$ cat config.mk
export PLATFORM = sky130hd
export DESIGN_NAME = picorv32_mem_arbiter_flat
export DESIGN_NICKNAME = d
export VERILOG_FILES = /design/src/rtl/picorv32_mem_arbiter_if.sv /design/src/rtl/picorv32_mem_arbiter.sv /design/src/flat_wrapper.sv
export SDC_FILE = /design/constraint.sdc
export NUM_CORES = 1
export LEC_CHECK = 0
export BUFFER_PORTS_ARGS = -buffer_cell sky130_fd_sc_hd__buf_2
export CORE_AREA = 2 2 103 105
export DETAILED_ROUTE_END_ITERATION = 8
export DIE_AREA = 0 0 105 107
export PLACE_DENSITY = 0.67
export SYNTH_ARGS = -nofsm -noshare
export SYNTH_HDL_FRONTEND = slang
export SYNTH_SLANG_ARGS = --single-unit
$ cat constraint.sdc
create_clock -name clk -period 2.95 [get_ports clk]
set_input_delay 0.59 -clock clk [delete_from_list [all_inputs] [get_ports clk]]
set_output_delay 0.59 -clock clk [all_outputs]
set_load 0.02 [all_outputs]
$ cat src/rtl/picorv32_mem_arbiter_if.sv
// picorv32_mem_arbiter_if: bundles the CPU native memory port, the host load/inspect
//    port and the single-port RAM port that the arbiter sits between.
//    Latency: none (wires only).  Backpressure: each side holds *_valid until its *_ready pulse.
//
// Signal groups:
//    CPU  : cpu_resetn, mem_valid/instr/addr/wdata/wstrb -> mem_ready/mem_rdata, cpu_oor
//    Host : host_halt, host_valid/we/addr/wdata -> host_ready/host_rdata
//    RAM  : ram_en/we/addr/wdata -> ram_rdata (one cycle after ram_en)
//
// Modports:
//    slave  : the arbiter's view (drives ready/rdata toward requesters and the RAM command)
//    master : the surrounding system's view (CPU, host and RAM model)

interface picorv32_mem_arbiter_if #(
   parameter int ADDR_WIDTH = 10
);
   // CPU side
   logic                  cpu_resetn;
   logic                  mem_valid;
   logic                  mem_instr;
   logic [31:0]           mem_addr;
   logic [31:0]           mem_wdata;
   logic [3:0]            mem_wstrb;
   logic                  mem_ready;
   logic [31:0]           mem_rdata;
   logic                  cpu_oor;

   // Host side
   logic                  host_halt;
   logic                  host_valid;
   logic                  host_we;
   logic [ADDR_WIDTH-1:0] host_addr;
   logic [31:0]           host_wdata;
   logic                  host_ready;
   logic [31:0]           host_rdata;

   // RAM side
   logic                  ram_en;
   logic [3:0]            ram_we;
   logic [ADDR_WIDTH-1:0] ram_addr;
   logic [31:0]           ram_wdata;
   logic [31:0]           ram_rdata;

   modport slave (
      output cpu_resetn, mem_ready, mem_rdata, cpu_oor,
      output host_ready, host_rdata,
      output ram_en, ram_we, ram_addr, ram_wdata,
      input  mem_valid, mem_instr, mem_addr, mem_wdata, mem_wstrb,
      input  host_halt, host_valid, host_we, host_addr, host_wdata,
      input  ram_rdata
   );

   modport master (
      input  cpu_resetn, mem_ready, mem_rdata, cpu_oor,
      input  host_ready, host_rdata,
      input  ram_en, ram_we, ram_addr, ram_wdata,
      output mem_valid, mem_instr, mem_addr, mem_wdata, mem_wstrb,
      output host_halt, host_valid, host_we, host_addr, host_wdata,
      output ram_rdata
   );
endinterface

$ cat src/rtl/picorv32_mem_arbiter.sv
// picorv32_mem_arbiter: shares one single-port synchronous RAM between picorv32 and a host port,
//    and generates the CPU reset so the host can halt the core, load a program and release it.
//    Latency: request sampled in IDLE at t, RAM driven at t+1, ready pulse at t+2; one access per 3 cycles.
//    Backpressure: requesters hold *_valid until their one-cycle *_ready; the loser of a tie just waits.
//
// Ports:
//    clk      : sole clock, rising edge
//    resetn   : asynchronous active-low reset
//    bus      : picorv32_mem_arbiter_if.slave (CPU port, host port, RAM port, cpu_resetn, cpu_oor)
//
// Parameters:
//    ADDR_WIDTH   : RAM depth is 2**ADDR_WIDTH 32-bit words
//    RESET_CYCLES : cycles cpu_resetn stays low after resetn high and host_halt low (>= 1)

module picorv32_mem_arbiter #(
   parameter int ADDR_WIDTH   = 10,
   parameter int RESET_CYCLES = 16
) (
   input  logic                          clk,
   input  logic                          resetn,
   picorv32_mem_arbiter_if.slave         bus
);

   // ------------------------------------------------------------------
   // CPU reset generation
   // ------------------------------------------------------------------
   localparam int            CNT_W   = $clog2(RESET_CYCLES + 1);
   localparam logic [CNT_W-1:0] CNT_MAX = CNT_W'(RESET_CYCLES);

   logic [CNT_W-1:0] rst_cnt;
   logic             cpu_resetn_q;

   // The counter saturates at RESET_CYCLES; cpu_resetn rises on the same edge
   // the counter reaches it, so the CPU sees exactly RESET_CYCLES low cycles.
   always_ff @(posedge clk or negedge resetn) begin
      if (!resetn) begin
         rst_cnt      <= '0;
         cpu_resetn_q <= 1'b0;
      end else if (bus.host_halt) begin
         rst_cnt      <= '0;
         cpu_resetn_q <= 1'b0;
      end else if (rst_cnt != CNT_MAX) begin
         rst_cnt      <= rst_cnt + 1'b1;
         cpu_resetn_q <= (rst_cnt == CNT_MAX - 1'b1);
      end
   end

   assign bus.cpu_resetn = cpu_resetn_q;

   // ------------------------------------------------------------------
   // Request decode
   // ------------------------------------------------------------------
   // A CPU held in reset cannot be trusted to drive mem_valid sensibly.
   logic cpu_req;
   logic cpu_addr_oor;
   logic grant_cpu;

   assign cpu_req      = bus.mem_valid & cpu_resetn_q;
   assign cpu_addr_oor = |bus.mem_addr[31:ADDR_WIDTH+2];

   // Round robin on ties: the side that did not win last time gets it.
   // last_cpu resets to 0 (host last), so the CPU wins the first tie.
   logic last_cpu;
   assign grant_cpu = cpu_req & (~bus.host_valid | ~last_cpu);

   // Byte-lane bits of the CPU address and the fetch marker carry no
   // information for a word-wide RAM arbiter.
   logic unused_ok;
   assign unused_ok = &{1'b0, bus.mem_instr, bus.mem_addr[1:0]};

   // ------------------------------------------------------------------
   // Access sequencer
   // ------------------------------------------------------------------
   typedef enum logic [1:0] {
      IDLE   = 2'd0,
      ACCESS = 2'd1,
      RESP   = 2'd2
   } state_t;

   state_t                state;
   logic                  gnt_cpu_q;     // who owns the in-flight access
   logic                  rd_q;          // in-flight access returns RAM data
   logic                  mem_ready_q;
   logic                  host_ready_q;
   logic                  cpu_oor_q;
   logic                  ram_en_q;
   logic [3:0]            ram_we_q;
   logic [ADDR_WIDTH-1:0] ram_addr_q;
   logic [31:0]           ram_wdata_q;

   always_ff @(posedge clk or negedge resetn) begin
      if (!resetn) begin
         state        <= IDLE;
         last_cpu     <= 1'b0;
         gnt_cpu_q    <= 1'b0;
         rd_q         <= 1'b0;
         mem_ready_q  <= 1'b0;
         host_ready_q <= 1'b0;
         cpu_oor_q    <= 1'b0;
         ram_en_q     <= 1'b0;
         ram_we_q     <= '0;
         ram_addr_q   <= '0;
         ram_wdata_q  <= '0;
      end else begin
         case (state)
            IDLE: begin
               mem_ready_q  <= 1'b0;
               host_ready_q <= 1'b0;
               ram_en_q     <= 1'b0;
               ram_we_q     <= '0;
               if (cpu_req || bus.host_valid) begin
                  state     <= ACCESS;
                  last_cpu  <= grant_cpu;
                  gnt_cpu_q <= grant_cpu;
                  if (grant_cpu) begin
                     // Out-of-range CPU addresses never reach the RAM:
                     // no enable, no write, zero data, sticky flag.
                     ram_en_q    <= ~cpu_addr_oor;
                     ram_we_q    <= cpu_addr_oor ? 4'b0000 : bus.mem_wstrb;
                     ram_addr_q  <= bus.mem_addr[ADDR_WIDTH+1:2];
                     ram_wdata_q <= bus.mem_wdata;
                     rd_q        <= ~cpu_addr_oor & (bus.mem_wstrb == 4'b0000);
                     if (cpu_addr_oor)
                        cpu_oor_q <= 1'b1;
                  end else begin
                     ram_en_q    <= 1'b1;
                     ram_we_q    <= {4{bus.host_we}};
                     ram_addr_q  <= bus.host_addr;
                     ram_wdata_q <= bus.host_wdata;
                     rd_q        <= ~bus.host_we;
                  end
               end
            end

            ACCESS: begin
               // RAM command lasts exactly this one cycle; its read data
               // appears during RESP, alongside the ready pulse.
               ram_en_q     <= 1'b0;
               ram_we_q     <= '0;
               mem_ready_q  <= gnt_cpu_q;
               host_ready_q <= ~gnt_cpu_q;
               state        <= RESP;
            end

            RESP: begin
               mem_ready_q  <= 1'b0;
               host_ready_q <= 1'b0;
               state        <= IDLE;
            end

            default: begin
               mem_ready_q  <= 1'b0;
               host_ready_q <= 1'b0;
               ram_en_q     <= 1'b0;
               ram_we_q     <= '0;
               state        <= IDLE;
            end
         endcase
      end
   end

   // ------------------------------------------------------------------
   // Outputs
   // ------------------------------------------------------------------
   assign bus.ram_en     = ram_en_q;
   assign bus.ram_we     = ram_we_q;
   assign bus.ram_addr   = ram_addr_q;
   assign bus.ram_wdata  = ram_wdata_q;
   assign bus.mem_ready  = mem_ready_q;
   assign bus.host_ready = host_ready_q;
   assign bus.cpu_oor    = cpu_oor_q;

   // RAM data only arrives in RESP, so it is steered straight through; the
   // ready gate keeps both rdata buses at zero outside their own pulse.
   assign bus.mem_rdata  = (mem_ready_q  && rd_q) ? bus.ram_rdata : 32'h0;
   assign bus.host_rdata = (host_ready_q && rd_q) ? bus.ram_rdata : 32'h0;

endmodule

$ cat src/flat_wrapper.sv
// flat-port wrapper written by rule: the top's interface ports become plain ports
module picorv32_mem_arbiter_flat 
#(
   parameter int ADDR_WIDTH   = 10,
   parameter int RESET_CYCLES = 16
)
  (clk, resetn, bus_cpu_resetn, bus_mem_ready, bus_mem_rdata, bus_cpu_oor, bus_host_ready, bus_host_rdata, bus_ram_en, bus_ram_we, bus_ram_addr, bus_ram_wdata, bus_mem_valid, bus_mem_instr, bus_mem_addr, bus_mem_wdata, bus_mem_wstrb, bus_host_halt, bus_host_valid, bus_host_we, bus_host_addr, bus_host_wdata, bus_ram_rdata);
  picorv32_mem_arbiter_if #(.ADDR_WIDTH(ADDR_WIDTH)) bus_i ();
  input  logic clk;
  input  logic resetn;
  output wire logic [$bits(bus_i.cpu_resetn)-1:0] bus_cpu_resetn;
  output wire logic [$bits(bus_i.mem_ready)-1:0] bus_mem_ready;
  output wire logic [$bits(bus_i.mem_rdata)-1:0] bus_mem_rdata;
  output wire logic [$bits(bus_i.cpu_oor)-1:0] bus_cpu_oor;
  output wire logic [$bits(bus_i.host_ready)-1:0] bus_host_ready;
  output wire logic [$bits(bus_i.host_rdata)-1:0] bus_host_rdata;
  output wire logic [$bits(bus_i.ram_en)-1:0] bus_ram_en;
  output wire logic [$bits(bus_i.ram_we)-1:0] bus_ram_we;
  output wire logic [$bits(bus_i.ram_addr)-1:0] bus_ram_addr;
  output wire logic [$bits(bus_i.ram_wdata)-1:0] bus_ram_wdata;
  input wire logic [$bits(bus_i.mem_valid)-1:0] bus_mem_valid;
  input wire logic [$bits(bus_i.mem_instr)-1:0] bus_mem_instr;
  input wire logic [$bits(bus_i.mem_addr)-1:0] bus_mem_addr;
  input wire logic [$bits(bus_i.mem_wdata)-1:0] bus_mem_wdata;
  input wire logic [$bits(bus_i.mem_wstrb)-1:0] bus_mem_wstrb;
  input wire logic [$bits(bus_i.host_halt)-1:0] bus_host_halt;
  input wire logic [$bits(bus_i.host_valid)-1:0] bus_host_valid;
  input wire logic [$bits(bus_i.host_we)-1:0] bus_host_we;
  input wire logic [$bits(bus_i.host_addr)-1:0] bus_host_addr;
  input wire logic [$bits(bus_i.host_wdata)-1:0] bus_host_wdata;
  input wire logic [$bits(bus_i.ram_rdata)-1:0] bus_ram_rdata;
  assign bus_cpu_resetn = bus_i.cpu_resetn;
  assign bus_mem_ready = bus_i.mem_ready;
  assign bus_mem_rdata = bus_i.mem_rdata;
  assign bus_cpu_oor = bus_i.cpu_oor;
  assign bus_host_ready = bus_i.host_ready;
  assign bus_host_rdata = bus_i.host_rdata;
  assign bus_ram_en = bus_i.ram_en;
  assign bus_ram_we = bus_i.ram_we;
  assign bus_ram_addr = bus_i.ram_addr;
  assign bus_ram_wdata = bus_i.ram_wdata;
  assign bus_i.mem_valid = bus_mem_valid;
  assign bus_i.mem_instr = bus_mem_instr;
  assign bus_i.mem_addr = bus_mem_addr;
  assign bus_i.mem_wdata = bus_mem_wdata;
  assign bus_i.mem_wstrb = bus_mem_wstrb;
  assign bus_i.host_halt = bus_host_halt;
  assign bus_i.host_valid = bus_host_valid;
  assign bus_i.host_we = bus_host_we;
  assign bus_i.host_addr = bus_host_addr;
  assign bus_i.host_wdata = bus_host_wdata;
  assign bus_i.ram_rdata = bus_ram_rdata;
  picorv32_mem_arbiter #(.ADDR_WIDTH(ADDR_WIDTH), .RESET_CYCLES(RESET_CYCLES)) u_core (.clk(clk), .resetn(resetn), .bus(bus_i));
endmodule
==> run_results.csv, run 1 <==
group,metric,value,unit
logic_synthesis,synth_fp_nets,540,
logic_synthesis,synth_area,0.00317,mm2
clocking,numCtsBuffers,9,
placed_design,gp_congestion,0.821,
logic_synthesis,synth.distinct_cells,31,
floorplanning,die_w,105,um
timing,max_freq,418,MHz
timing,tightestPinTransition,0.796,ns
timing,rsz0062_at_grt,"no",
timing,period_needed,2.39,ns
logic_synthesis,yosys_warnings,0,
finish,area_delta_synth_final,51.4,%
worst_setup_path,path_buf_inv,2,
run_status,status,"finished, final reports clean",
worst_setup_path,cp_data_arrival_time,1.80,ns
finish,post-route-cell-area,0.00480,mm2
clocking,clock_path_buffers,2,
worst_setup_path,path_cells,"buf_4 > and3_1 > buf_2",
timing,post-route-period-util,0.810,
logic_synthesis,yosysSeqAreaShare,0.473,
drt,drc,0,
power,p_seq_frac,0.408,
worst_setup_path,cp.required,2.36,ns
drt,routed_wl,11300,um
worst_setup_path,cp_top_family,"flip-flops",
timing,timing.final.max_slew_violations,0,
drt,vias,3752,
power,internal_power,1.72,mW
placed_design,dpl.hpwl,8870,um
global_routing,grt_pass1_wl,17100,um
drt,firstDrtPassIters,8,
logic_synthesis,synth_edf_count,0,
finish,regArea,0.00150,mm2
clocking,cts.hold.buffers_added,0,
worst_setup_path,r2r-end,"u_core.bus.ram_wdata[17]",
logic_synthesis,ys_ff_latch,60,
drt,drt_iter0_drc,350,
worst_setup_path,startpoint_type,"flop",
timing,finClkSkew,0.0121,ns
finish,drive_gt1_frac,0.453,
timing,relSlewSlack,0.469,
clocking,htree_levels,3,
global_routing,grt_max_degree,87,
finish,fillers,1010,
floorplanning,core_area,0.0101,mm2
clocking,cts_resized,0,
logic_synthesis,async_reset_ff_frac,1.00,
logic_synthesis,synth_cells,388,
global_routing,grt_pass1_vias,3452,
floorplanning,rows,37,
finish,nNetsFinal,785,
finish,final_cell_mix,"260 x buf_2, 93 x nand2_1, 66 x and3_1",
finish,final_common_cell,"buf_2",
job,cap_viol_max_count,0,
power,switchingPower,0.979,mW
power,swShare,0.363,
power,power.leakage,2.79,nW
clocking,clock_latency,0.34,ns
logic_synthesis,ys.flop_type,"dfrtp_1",
floorplanning,initial_utilization,0.314,
placed_design,port_buffers,260,
placed_design,place_area,0.00460,mm2
worst_setup_path,end_kind,"primary output",
timing,setup_tns,0,ns
timing,setup_viol,0,
worst_setup_path,path_class,"flop to primary output",
clocking,clk_pin_slew,0.08,ns
power,combinationalPowerShare,0.315,
worst_setup_path,worst_path_largest_cell_delay,0.80,ns
worst_setup_path,cp_slowest_cell,"dfrtp_1",
power,clockPowerShare,0.277,
clocking,clock_sinks,60,
floorplanning,dieHeight,107,um
power,power_density,562,mW/mm2
logic_synthesis,syn_avg_cell_area,8.17,um2
worst_setup_path,reg2reg_from,"u_core.last_cpu",
floorplanning,ioPinCount,264,
clocking,cts_setup_buffers,0,
global_routing,grt.overflow.total,0,
global_routing,antenna_found_initial,1,
clocking,root_buffer,"clkbuf_8",
drt,vias_per_cell,4.84,
worst_setup_path,worst-path-max-fanout,35,
clocking,cts_tree,"yes",
worst_setup_path,rrSetupSlack,1.26,ns
drt,ant_nets,0,
global_routing,grt_usage,0.193,
min_path,hold_class,"input port to asynchronous set/reset pin",
worst_setup_path,reg2regPathDepth,5,
finish,multi_input_area,0.00153,mm2
drt,wl_per_cell,14.6,um
timing,hold_violations,0,
floorplanning,design.die.area,0.0112,mm2
power,vdd_ir_drop_max,0.265,mV
[state kept, by name (all words and copies together), names as in the netlist]
register	cells
u_core.bus.cpu_oor	1
u_core.bus.cpu_resetn	1
u_core.bus.host_ready	1
u_core.bus.mem_ready	1
u_core.bus.ram_addr	10
u_core.bus.ram_en	1
u_core.bus.ram_wdata	32
u_core.bus.ram_we	4
u_core.last_cpu	1
u_core.rd_q	1
u_core.rst_cnt	5
u_core.state	2
[synthesized netlist by cell type, types with 2 or more instances]
master    instances  area share
clkbuf_1         20       0.024
inv_1             5      0.0059
and2_1            2      0.0039
nand2_1          93        0.11
o21ai_1           4      0.0063
o21ai_0           4      0.0063
a22oi_1           2      0.0047
dfrtp_1          60        0.47
and3_1           67        0.13
nor2b_1           2      0.0039
a31oi_1          46       0.091
buf_1             5      0.0059
nand3_1           3      0.0047
nand3b_1          2      0.0047
or4_4             2      0.0071
nor2_1           45       0.053
ha_1              3       0.012
nor4_1            4      0.0079
buf_2             7       0.011
[cell type report]
| class | count | share of cell area |
|---|---|---|
| inverters | 5 | 0.00391 |
| multi-input cells | 290 | 0.318 |
| clock buffers | 10 | 0.0287 |
| diodes | 1 | 0.000521 |
| repair buffers | 267 | 0.287 |
| well taps | 136 | 0.0354 |
| flip-flops and latches | 60 | 0.313 |
| clock inverters | 6 | 0.0133 |
[routing by layer]
| metal | part of all wire | up-vias | track usage |
|---|---|---|---|
| met1 | 0.36 | 1736 | 0.203 |
| met4 | 0.014 | 0 | 0.0476 |
| met5 | 0 | - | 0 |
| met3 | 0.080 | 11 | 0.0602 |
| met2 | 0.54 | 171 | 0.370 |
| li1 | - | 1834 | - |
[metrics by stage]
stage                      util  hold slack [ns]  power, mW  setup slack [ns]  std cells
after floorplan               -            0.294       1.59              1.29        388
after global placement    0.455            0.460       1.94             0.981        758
after detailed placement  0.455            0.469       1.97             0.934        758
after CTS                 0.475            0.322       2.73             0.572        774
after global routing      0.476            0.347       2.86             0.410        775
final                     0.476            0.305       2.70             0.560        775
[power groups by stage]
stage | clock (mW) | sequential, mW | combinational (mW)
final | 0.746 | 1.10 | 0.849
after global routing | 0.817 | 1.12 | 0.919
after CTS | 0.772 | 1.10 | 0.858
after detailed placement | 0 | 1.11 | 0.858
after global placement | 0 | 1.10 | 0.842
after floorplan | 0 | 1.27 | 0.321
[kinds of logic after synthesis]
kind of cell | synth area share
and+or+nand+nor | 0.342
DFF | 0.473
AOI/OAI and AO/OA | 0.115
buffers and inverters | 0.0489
adders and majority gates | 0.0118
xor gates and xnor gates | 0.00552
muxes | 0.00316
[worst max path at each step]
stage                     startpoint                        to  slack, ns  cells after the start
global route             u_core.rd_q         bus_host_rdata[7]       0.41                      3
global placement      bus_host_valid   u_core.bus.ram_wdata[4]       0.98                      6
finish                   u_core.rd_q         bus_host_rdata[7]       0.56                      3
floorplan           bus_mem_addr[13]        u_core.bus.cpu_oor       1.29                      4
detailed placement    bus_host_valid  u_core.bus.ram_wdata[22]       0.93                      6
CTS                      u_core.rd_q         bus_host_rdata[7]       0.57                      3
[worst register-to-register path, stage by stage, from the launching register on]
cell	delay (ns)
dfrtp_1	0.39
nand2_1	0.09
and3_2	0.45
buf_4	0.38
nand2_1	0.11
a31oi_1	0.20
Note: power is estimated with default switching activity, not from simulation.
==> inputs of run 2 (changes only) <==
- ABC_AREA: default -> 1
- CORE_AREA: 2 2 103 105 -> 2 2 104 106
- DIE_AREA: 0 0 105 107 -> 0 0 106 108
- PLACE_DENSITY: 0.67 -> 0.69
- clock period: 2.95 -> 2.2 ns (I/O delays scaled with it)
==> run 2 against run 1 <==
Effect of this change: non-clock buffer count up 3; first-iteration DRC count down 27%; clock power up 35%; area after synthesis up 7.1%; critical endpoint is now bus_mem_rdata[27]; largest power group unchanged.
==> run_results.csv, run 2 <==
group,metric,value,unit
placed_design,gp_congestion,0.827,
global_routing,grt_max_degree,43,
power,internal_power,2.39,mW
logic_synthesis,yosys-top-cells-area,"dfrtp_1 44%, nor2_1 11%, a21oi_1 8.5%",
timing,worst_hold_slack,0.0618,ns
worst_setup_path,reg2regPathDepth,6,
power,combinationalPowerShare,0.342,
worst_setup_path,worst_path_largest_cell_delay,0.38,ns
logic_synthesis,synth_top_area_cell,"dfrtp_1",
job,cap_viol_max_count,0,
finish,multi_input_area,0.00156,mm2
clocking,cts_tree,"yes",
worst_setup_path,cp_slowest_cell,"dfrtp_1",
power,vdd_ir_drop_max,0.544,mV
finish,postLayoutCoreUtil,0.489,
worst_setup_path,startpoint_type,"flop",
worst_setup_path,cp_data_arrival_time,1.40,ns
drt,vias_per_cell,4.59,
clocking,htree_levels,3,
timing,max_freq,543,MHz
drt,drc,0,
global_routing,grt_usage,0.198,
logic_synthesis,yosysMostFrequentCell,"nor2_1",
floorplanning,design.die.area,0.0114,mm2
logic_synthesis,yosysSeqAreaShare,0.442,
placed_design,port_buffers,260,
clocking,root_buffer,"clkbuf_8",
drt,ant_nets,0,
worst_setup_path,end_kind,"primary output",
timing,rsz0062_at_grt,"no",
floorplanning,dieHeight,108,um
global_routing,antenna_found_initial,2,
power,power.leakage,2.74,nW
clocking,clk_pin_slew,0.07,ns
logic_synthesis,synth_area,0.00340,mm2
finish,final_cell_mix,"260 x buf_2, 96 x nor2_1, 71 x nand2_1",
clocking,numCtsBuffers,9,
timing,period_needed,1.84,ns
run_status,status,"finished, final reports clean",
logic_synthesis,synth_edf_count,0,
finish,area_delta_synth_final,47.5,%
finish,regArea,0.00150,mm2
drt,routed_wl,11500,um
timing,setup_viol,0,
clocking,cts_resized,0,
logic_synthesis,ys.flop_type,"dfrtp_1",
finish,fillers,1035,
drt,wl_per_cell,13.5,um
min_path,hold_class,"input port to asynchronous set/reset pin",
logic_synthesis,syn_avg_cell_area,7.61,um2
drt,drt_iter0_drc,255,
logic_synthesis,async_reset_ff_frac,1.00,
clocking,clock_path_buffers,2,
timing,setup_slack,0.357,ns
clocking,clock_latency,0.33,ns
logic_synthesis,yosys-top-cells-count,"96 x nor2_1, 71 x nand2_1, 60 x dfrtp_1",
floorplanning,die_w,106,um
logic_synthesis,synth.distinct_cells,23,
timing,setup_tns,0,ns
logic_synthesis,synth_top_area_frac,0.442,
logic_synthesis,yosys_warnings,0,
placed_design,dp_slack,0.536,ns
power,clockPowerShare,0.267,
timing,post-route-period-util,0.838,
clocking,cts_setup_buffers,0,
floorplanning,ioPinCount,264,
worst_setup_path,rrSetupSlack,0.64,ns
clocking,clock_sinks,60,
placed_design,dpl.hpwl,8960,um
power,p_seq_frac,0.391,
worst_setup_path,r2r-end,"u_core.bus.ram_wdata[25]",
power,power_density,756,mW/mm2
logic_synthesis,ys_ff_latch,60,
finish,final_common_cell,"buf_2",
clocking,cts.hold.buffers_added,0,
worst_setup_path,reg2reg_from,"u_core.bus.cpu_resetn",
finish,drive_gt1_frac,0.499,
finish,nNetsFinal,855,
floorplanning,rows,37,
timing,tightestPinTransition,0.488,ns
floorplanning,initial_utilization,0.332,
worst_setup_path,path_cells,"nand2_1 > buf_4 > nor2_1 > buf_2",
logic_synthesis,synth_cells,446,
logic_synthesis,synth_fp_nets,598,
worst_setup_path,worst-path-max-fanout,32,
timing,timing.final.max_slew_violations,0,
drt,vias,3885,
timing,hold_violations,0,
global_routing,grt_pass1_wl,18000,um
power,swShare,0.369,
global_routing,grt.overflow.total,0,
floorplanning,core_area,0.0102,mm2
worst_setup_path,path_class,"flop to primary output",
timing,finClkSkew,0.0125,ns
global_routing,grt_pass1_vias,3795,
timing,relSlewSlack,0.675,
power,switchingPower,1.40,mW
drt,firstDrtPassIters,5,
finish,largest_reg_flops,32,
worst_setup_path,cp.required,1.76,ns
## run 2: cell count changes in the layout (fill, tap and decap cells not counted), moves of 22 or more
cell / before / now
nor2_1: 45 / 96
nand2_1: 93 / 71
a31oi_1: 46 / 0
inv_1: 5 / 46
a21oi_1: 1 / 58
a21oi_2: 0 / 31
nor2_2: 0 / 30
and3_1: 66 / 1
## run 2: how the worst max path moves through the flow
stage	cells after the start	slack, ns	endpoint	startpoint
floorplan	3	0.69	bus_host_rdata[10]	u_core.bus.host_ready
global placement	8	0.56	u_core.bus.ram_addr[3]	bus_mem_valid
detailed placement	7	0.54	u_core.bus.ram_wdata[26]	bus_mem_valid
CTS	4	0.34	bus_mem_rdata[27]	u_core.rd_q
global route	4	0.26	bus_mem_rdata[27]	u_core.rd_q
finish	4	0.36	bus_mem_rdata[27]	u_core.rd_q
## run 2: metal layers
layer | part of all wire | up-vias | track usage
met4 | 0.039 | 0 | 0.0987
met5 | 0 | - | 0
met1 | 0.39 | 1783 | 0.218
li1 | - | 1897 | -
met3 | 0.064 | 33 | 0.0416
met2 | 0.51 | 172 | 0.362
## run 2: worst max-delay path, delay by kind of cell (launching register included)
| kind | cells | cell delay [ns] |
|---|---|---|
| buffers and inverters | 2 | 0.43 |
| DFF | 1 | 0.38 |
| and+or+nand+nor | 2 | 0.27 |
## run 2: cells by family after synthesis
| group | synth area share |
|---|---|
| AND/OR/NAND/NOR | 0.272 |
| AO/OA/AOI/OAI | 0.175 |
| buffers and inverters | 0.0999 |
| flip-flops | 0.442 |
| adder cells (fa/ha/maj) | 0.0111 |
## run 2: per-stage QoR
| step | total power, mW | cell area (um2) | instances |
|---|---|---|---|
| after floorplan | 2.28 | 3400 | 446 |
| after global placement | 2.77 | 4800 | 828 |
| after detailed placement | 2.80 | 4800 | 828 |
| after CTS | 3.84 | 5000 | 844 |
| after global routing | 4.01 | 5010 | 846 |
| final | 3.78 | 5010 | 846 |
## run 2: cell type report
type	count	area share
multi-input cells	313	0.311
flip-flops and latches	60	0.300
repair buffers	270	0.277
inverters	49	0.0367
well taps	136	0.0340
clock buffers	12	0.0310
clock inverters	4	0.00950
diodes	2	0.00100
## run 2: power groups by stage
stage	logic [mW]	clock network [mW]	registers, mW
2_1_floorplan	0.526	0	1.75
3_5_place_dp	1.31	0	1.49
6_report	1.30	1.01	1.48
3_3_place_gp	1.29	0	1.48
4_1_cts	1.31	1.05	1.48
5_1_grt	1.41	1.10	1.50
